**config.mk**
```make
export PLATFORM = sky130hd
export DESIGN_NAME = bias_act_stage
export DESIGN_NICKNAME = d
export VERILOG_FILES = /design/src/rtl/bias_act_pkg.sv /design/src/rtl/bias_act_lane.sv /design/src/rtl/bias_act_stage.sv
export SDC_FILE = /design/constraint.sdc
export NUM_CORES = 2
export LEC_CHECK = 0
export ABC_CLOCK_PERIOD_IN_PS = 27500
export BUFFER_PORTS_ARGS = -buffer_cell sky130_fd_sc_hd__buf_4
export CAP_MARGIN = 5
export CELL_PAD_IN_SITES_DETAIL_PLACEMENT = 1
export CELL_PAD_IN_SITES_GLOBAL_PLACEMENT = 1
export CORE_AREA = 2 2 381 383
export DETAILED_ROUTE_END_ITERATION = 12
export DIE_AREA = 0 0 383 385
export GPL_TIMING_DRIVEN = 1
export PLACE_DENSITY_LB_ADDON = 0.1
export SYNTH_ARGS = -nofsm -noshare
export SYNTH_HDL_FRONTEND = slang
export SYNTH_SLANG_ARGS = --single-unit
```
**constraint.sdc**
```tcl
create_clock -name clk -period 27.5 [get_ports clk]
set_input_delay 4.125 -clock clk [delete_from_list [all_inputs] [get_ports clk]]
set_output_delay 4.125 -clock clk [all_outputs]
set_load 0.02 [all_outputs]
```
**src/rtl/bias_act_pkg.sv**
```systemverilog
// Shared constants and helpers for the bias/activation post-accumulation stage.
// Used by bias_act_lane and bias_act_stage; see lane file for BIAS_ACT_RELU_EN.
package bias_act_pkg;

  localparam int BIAS_W = 18;

  // Low bit of lane 'lane' in a vector packed as equal-width lanes of 'w' bits.
  function automatic int lane_lo(input int lane, input int w);
    return lane * w;
  endfunction

  function automatic int sat_max(input int out_w);
    return (2 ** (out_w - 1)) - 1;
  endfunction

  function automatic int sat_min(input int out_w);
    return -(2 ** (out_w - 1));
  endfunction

endpackage

```
**src/rtl/bias_act_lane.sv**
```systemverilog
// One lane of the stage: bias add (S1), then shift/saturate/optional ReLU (S2).
// Define BIAS_ACT_RELU_EN to clamp negative results to zero after saturation.
module bias_act_lane
  import bias_act_pkg::*;
#(
  parameter int ACC_W = 24,
  parameter int OUT_W = 18,
  parameter int SHIFT = 4
) (
  input  logic                    clk,
  input  logic                    rst_n,
  input  logic                    s1_load,
  input  logic                    s2_load,
  input  logic signed [ACC_W-1:0] acc,
  input  logic signed [BIAS_W-1:0] bias,
  output logic signed [OUT_W-1:0] act,
  output logic                    sat
);

  localparam int SW = ACC_W + 1;
  localparam logic signed [SW-1:0] MAXV = SW'(sat_max(OUT_W));
  localparam logic signed [SW-1:0] MINV = SW'(sat_min(OUT_W));

  logic signed [SW-1:0]    sum;
  logic signed [SW-1:0]    sh;
  logic signed [OUT_W-1:0] res;
  logic                    res_sat;

  // S1 holds only data; its valid bit lives in the top level, so no reset needed.
  always_ff @(posedge clk) begin
    if (s1_load) begin
      sum <= SW'(acc) + SW'(bias);
    end
  end

  always_comb begin
    sh      = sum >>> SHIFT;
    res     = sh[OUT_W-1:0];
    res_sat = 1'b0;
    if (sh > MAXV) begin
      res     = MAXV[OUT_W-1:0];
      res_sat = 1'b1;
    end else if (sh < MINV) begin
      res     = MINV[OUT_W-1:0];
      res_sat = 1'b1;
    end
`ifdef BIAS_ACT_RELU_EN
    // The saturation flag still reports the pre-ReLU clamp.
    if (res[OUT_W-1]) begin
      res = '0;
    end
`endif
  end

  always_ff @(posedge clk or negedge rst_n) begin
    if (!rst_n) begin
      act <= '0;
      sat <= 1'b0;
    end else if (s2_load) begin
      act <= res;
      sat <= res_sat;
    end
  end

endmodule

```
**src/rtl/bias_act_stage.sv**
```systemverilog
// Two-stage elastic bias/shift/saturate stage with output-channel-group tagging.
// Optional ReLU is selected by BIAS_ACT_RELU_EN (handled inside bias_act_lane).
module bias_act_stage
  import bias_act_pkg::*;
#(
  parameter int N_adder_tree = 16,
  parameter int ACC_W        = 24,
  parameter int OUT_W        = 18,
  parameter int SHIFT        = 4,
  parameter int N_GROUPS     = 61,
  localparam int GW          = (N_GROUPS > 1) ? $clog2(N_GROUPS) : 1
) (
  input  logic                            clk,
  input  logic                            rst_n,
  input  logic                            in_valid,
  output logic                            in_ready,
  input  logic [N_adder_tree*ACC_W-1:0]   in_acc,
  input  logic [N_adder_tree*BIAS_W-1:0]  bias,
  output logic                            out_valid,
  input  logic                            out_ready,
  output logic [N_adder_tree*OUT_W-1:0]   out_act,
  output logic [N_adder_tree-1:0]         out_sat,
  output logic [GW-1:0]                   out_group,
  output logic                            out_last
);

  localparam logic [GW-1:0] LAST_GRP = GW'(N_GROUPS - 1);

  logic s1_valid;
  logic s2_valid;
  logic s2_load;
  logic s1_adv;
  logic in_xfer;
  logic out_xfer;
  logic [GW-1:0] grp;

  // S2 refills whenever it is empty or being drained; S1 moves only into a loading S2.
  assign s2_load   = !s2_valid || out_ready;
  assign s1_adv    = s1_valid && s2_load;
  assign in_ready  = !s1_valid || s2_load;
  assign in_xfer   = in_valid && in_ready;
  assign out_xfer  = s2_valid && out_ready;
  assign out_valid = s2_valid;
  assign out_group = grp;
  assign out_last  = (grp == LAST_GRP);

  always_ff @(posedge clk or negedge rst_n) begin
    if (!rst_n) begin
      s1_valid <= 1'b0;
      s2_valid <= 1'b0;
    end else begin
      if (in_xfer) begin
        s1_valid <= 1'b1;
      end else if (s1_adv) begin
        s1_valid <= 1'b0;
      end
      if (s2_load) begin
        s2_valid <= s1_valid;
      end
    end
  end

  always_ff @(posedge clk or negedge rst_n) begin
    if (!rst_n) begin
      grp <= '0;
    end else if (out_xfer) begin
      grp <= (grp == LAST_GRP) ? '0 : grp + 1'b1;
    end
  end

  for (genvar i = 0; i < N_adder_tree; i++) begin : g_lane
    bias_act_lane #(
      .ACC_W (ACC_W),
      .OUT_W (OUT_W),
      .SHIFT (SHIFT)
    ) u_lane (
      .clk     (clk),
      .rst_n   (rst_n),
      .s1_load (in_xfer),
      .s2_load (s1_adv),
      .acc     (in_acc[lane_lo(i, ACC_W) +: ACC_W]),
      .bias    (bias[lane_lo(i, BIAS_W) +: BIAS_W]),
      .act     (out_act[lane_lo(i, OUT_W) +: OUT_W]),
      .sat     (out_sat[i])
    );
  end

endmodule

```
==> run metrics <==
Die Y=385 um; via count=32110; grt total ovfl=0; PortBufs=988; fin crit share=0.3194; vias in the first global route=33800; antenna violations before repair=35; cells along the critical path=buf_4, nand3b_1, buf_4; buffer count from post-CTS setup fixing=0; Worst-path clk slew=50 ps; Simple-Gate Fraction of Synth Area=0.1524; I/O pin cnt=989; clock skew=27.15 ps; largest net degree at the start of global routing=104; DRT iter0 DRCs=1061; share of post-route cells with drive strength above 1=0.2464; status=completed; WP data arrival=4660 ps; Worst path top cell family by delay=buffers and inverters; DRC violations left=0; Layout area overhead=33.68%; warnings from Yosys=0; clock sinks=648; die area=147500 um^2; syn_nets=4843; FMAX=0.1139 GHz; critical path class=in2out; Slew Limit Fails=0; Layout Utilization=0.3518; GP Congestion=0.8500; routed wire length=145100 um; CTS buffer count=84; Max Cap Viol=0; ys flop type=edfxtp_1; Hold Path Class=reg2reg; Worst Path Max Fanout=5; register area share after synthesis=0.4751; Initial Util=0.2632; root cell of the clock tree=clkbuf_16; worst reg2reg setup slack=23930 ps; post-synthesis async set-or-reset flop share=0.4815; CTS Buffer Depth=3; Distinct cells, synth=78; largest cells by area after synthesis=edfxtp_1 (27%), dfrtp_1 (21%), ha_1 (12%); final hold violations=0; nets=5852; unrepaired setup endpoints after global routing=false; core area=143100 um^2; setup TNS=0 ps; combinational family with the most area after synthesis=compound AO/OA/AOI/OAI gates; Post-Synthesis Cells=3797; r2r endpoint=g_lane[1].u_lane.sum[22]$_DFFE_PP_; Synth Area in Adders=0.1229; #FFs+latches synth=648; site row count=139; CTS tree=done; CP bufs+invs=2; VDD IR max=0.06175 mV; biggest area consumer among synthesized cells=edfxtp_1; Worst Setup EP=in_ready; share of the synthesized area in the top cell type=0.2679; fin crit period=8782 ps; vias per cell=4.728; 1st-pass router iterations=5; Cell Area, Synth=37670 um^2; Synth Area in Compound Gates=0.1674; delay of the slowest critical-path stage=200 ps; Crit. Startpoint=out_ready; r2r worst-path depth=4; WL/cell=21.36 um; Leakage Power=23.39 nW; crit end category=primary output; Slew HR=0.1627; worst-margin pin slew=1251 ps; total track usage=0.1914; cts hold-fix bufs=0; xor-xnor portion of the synthesized cell area=0.06069; syn avg cell area=9.920 um^2; Worst-Skew Late Latency=670 ps; mux cell area share after synthesis=0.002159; post-CTS sizing=0; DRT antenna net count=0; Required @ worst endpoint=23370 ps; Worst path depth=3; Die Wd=383 um; Post-synth EDFFs=336; slowest CP cell=nand3b_1; Power Density=69.79 nW/um^2; H-tree levels=3; post-DP HPWL=116200 um; CP dominant cell by count=buf_4; first-pass GRT wire length=213000 um; CP startpoint kind=input port; FF-to-FF Start=out_valid$_DFFE_PN0P_; final-report setup violation count=0; Layout fillers=16360
==> through the flow <==
stage,cells,instance area [um^2],setup slack [ps],power [mW],hold slack (ps)
after floorplan,3797,37670,14730,1.882,457.2
after global placement,6623,47370,18750,2.355,450.0
after detailed placement,6623,47370,18720,2.370,456.6
after CTS,6781,50320,18720,3.580,461.3
after global routing,6791,50350,18700,3.712,480.3
final,6792,50350,18720,3.514,459.4
==> cells in the mapped netlist, drive strengths merged (4+ instances only) <==
cell,count
nand2,655
ha,370
o21ai,365
edfxtp,336
dfrtp,312
nor2,264
a21oi,254
xnor2,187
a21o,154
nand3,96
clkbuf,79
inv,78
xor2,74
nor2b,67
nor3,63
o21a,49
nand2b,36
and3,34
o21bai,31
nand4,26
buf,21
a31oi,20
a31o,14
o211ai,14
and2,13
o31a,12
and4,10
o41ai,10
a211o,9
nand3b,9
a211oi,8
a221oi,8
o31ai,8
or2,8
or3,8
a2111oi,7
mux2i,7
a21boi,6
a311oi,5
o22ai,5
nor3b,4
nor4,4
o2111ai,4
o221ai,4
or4,4
==> layer usage <==
metal / GRT usage / wire (um)
met5: 0 / 200
met4: 0.05847 / 3669
met1: 0.2202 / 58430
met2: 0.3449 / 73420
met3: 0.05023 / 9376
==> layout make-up <==
type / count / area, um^2 / share of cell area
multi-input combinational: 2971 / 19080 / 0.3790
sequential: 648 / 17900 / 0.3554
timing repair buffer: 1023 / 7712 / 0.1532
clock buffer: 125 / 2460 / 0.04885
tap: 1903 / 2381 / 0.04729
clock inverter: 33 / 499.2 / 0.009915
inverter: 78 / 292.8 / 0.005815
antenna: 11 / 27.53 / 0.0005467
==> worst min path at each step <==
stage | slack, ps | cells after the start | from | to
final | 460 | 2 | g_lane[9].u_lane.sum[7]$_DFFE_PP_ | g_lane[9].u_lane.act[3]$_DFFE_PN0P_
after global routing | 480 | 2 | g_lane[7].u_lane.act[5]$_DFFE_PN0P_ | g_lane[7].u_lane.act[5]$_DFFE_PN0P_
after CTS | 460 | 2 | g_lane[9].u_lane.sum[7]$_DFFE_PP_ | g_lane[9].u_lane.act[3]$_DFFE_PN0P_
after detailed placement | 460 | 2 | g_lane[15].u_lane.act[7]$_DFFE_PN0P_ | g_lane[15].u_lane.act[7]$_DFFE_PN0P_
after global placement | 450 | 2 | g_lane[8].u_lane.act[1]$_DFFE_PN0P_ | g_lane[8].u_lane.act[1]$_DFFE_PN0P_
after floorplan | 460 | 2 | g_lane[0].u_lane.sum[4]$_DFFE_PP_ | g_lane[0].u_lane.act[0]$_DFFE_PN0P_
==> sequential cells by signal (all words and copies together), names as in the netlist <==
register           count
g_lane.u_lane.sum    336
g_lane.u_lane.act    288
g_lane.u_lane.sat     16
out_group              6
out_valid              1
s1_valid               1
==> worst min-delay path, stage by stage, from the launching register on <==
cell and delay, ps:
edfxtp_1 310, o21ai_0 70, nand2_1 60
==> kinds of logic (layout without fill, tap and decap cells) <==
logic type,Yosys count,after routing
compound gates,1026,1026
buf+inv,178,1259
flops,648,648
xor+xnor,261,261
fa+ha+maj,370,370
simple gates,1306,1306
mux,8,8
other cells,0,11
==> report_power, final <==
| group | switching (mW) | internal (mW) |
|---|---|---|
| registers | 0.0846 | 1.22 |
| clock network | 0.453 | 0.732 |
| logic | 0.608 | 0.413 |
| total | 1.15 | 2.37 |
==> placed cells by master, fill, tap and decap left out, types with 11 or more instances in the layout <==
master and count:
buf_4 1020, nand2_1 654, ha_1 370, o21ai_0 362
edfxtp_1 336, dfrtp_1 312, nor2_1 263, a21oi_1 248
xnor2_1 187, a21o_1 152, nand3_1 96, clkbuf_16 87
inv_1 78, xor2_1 74, nor2b_1 67, nor3_1 63
o21a_1 49, nand2b_1 36, and3_1 34, o21bai_1 31
nand4_1 26, clkbuf_1 24, a31oi_1 20, o211ai_1 14
a31o_2 14, clkbuf_8 14, o31a_1 12, bufinv_16 12
diode_2 11
Note: power is estimated with default switching activity, not from simulation.
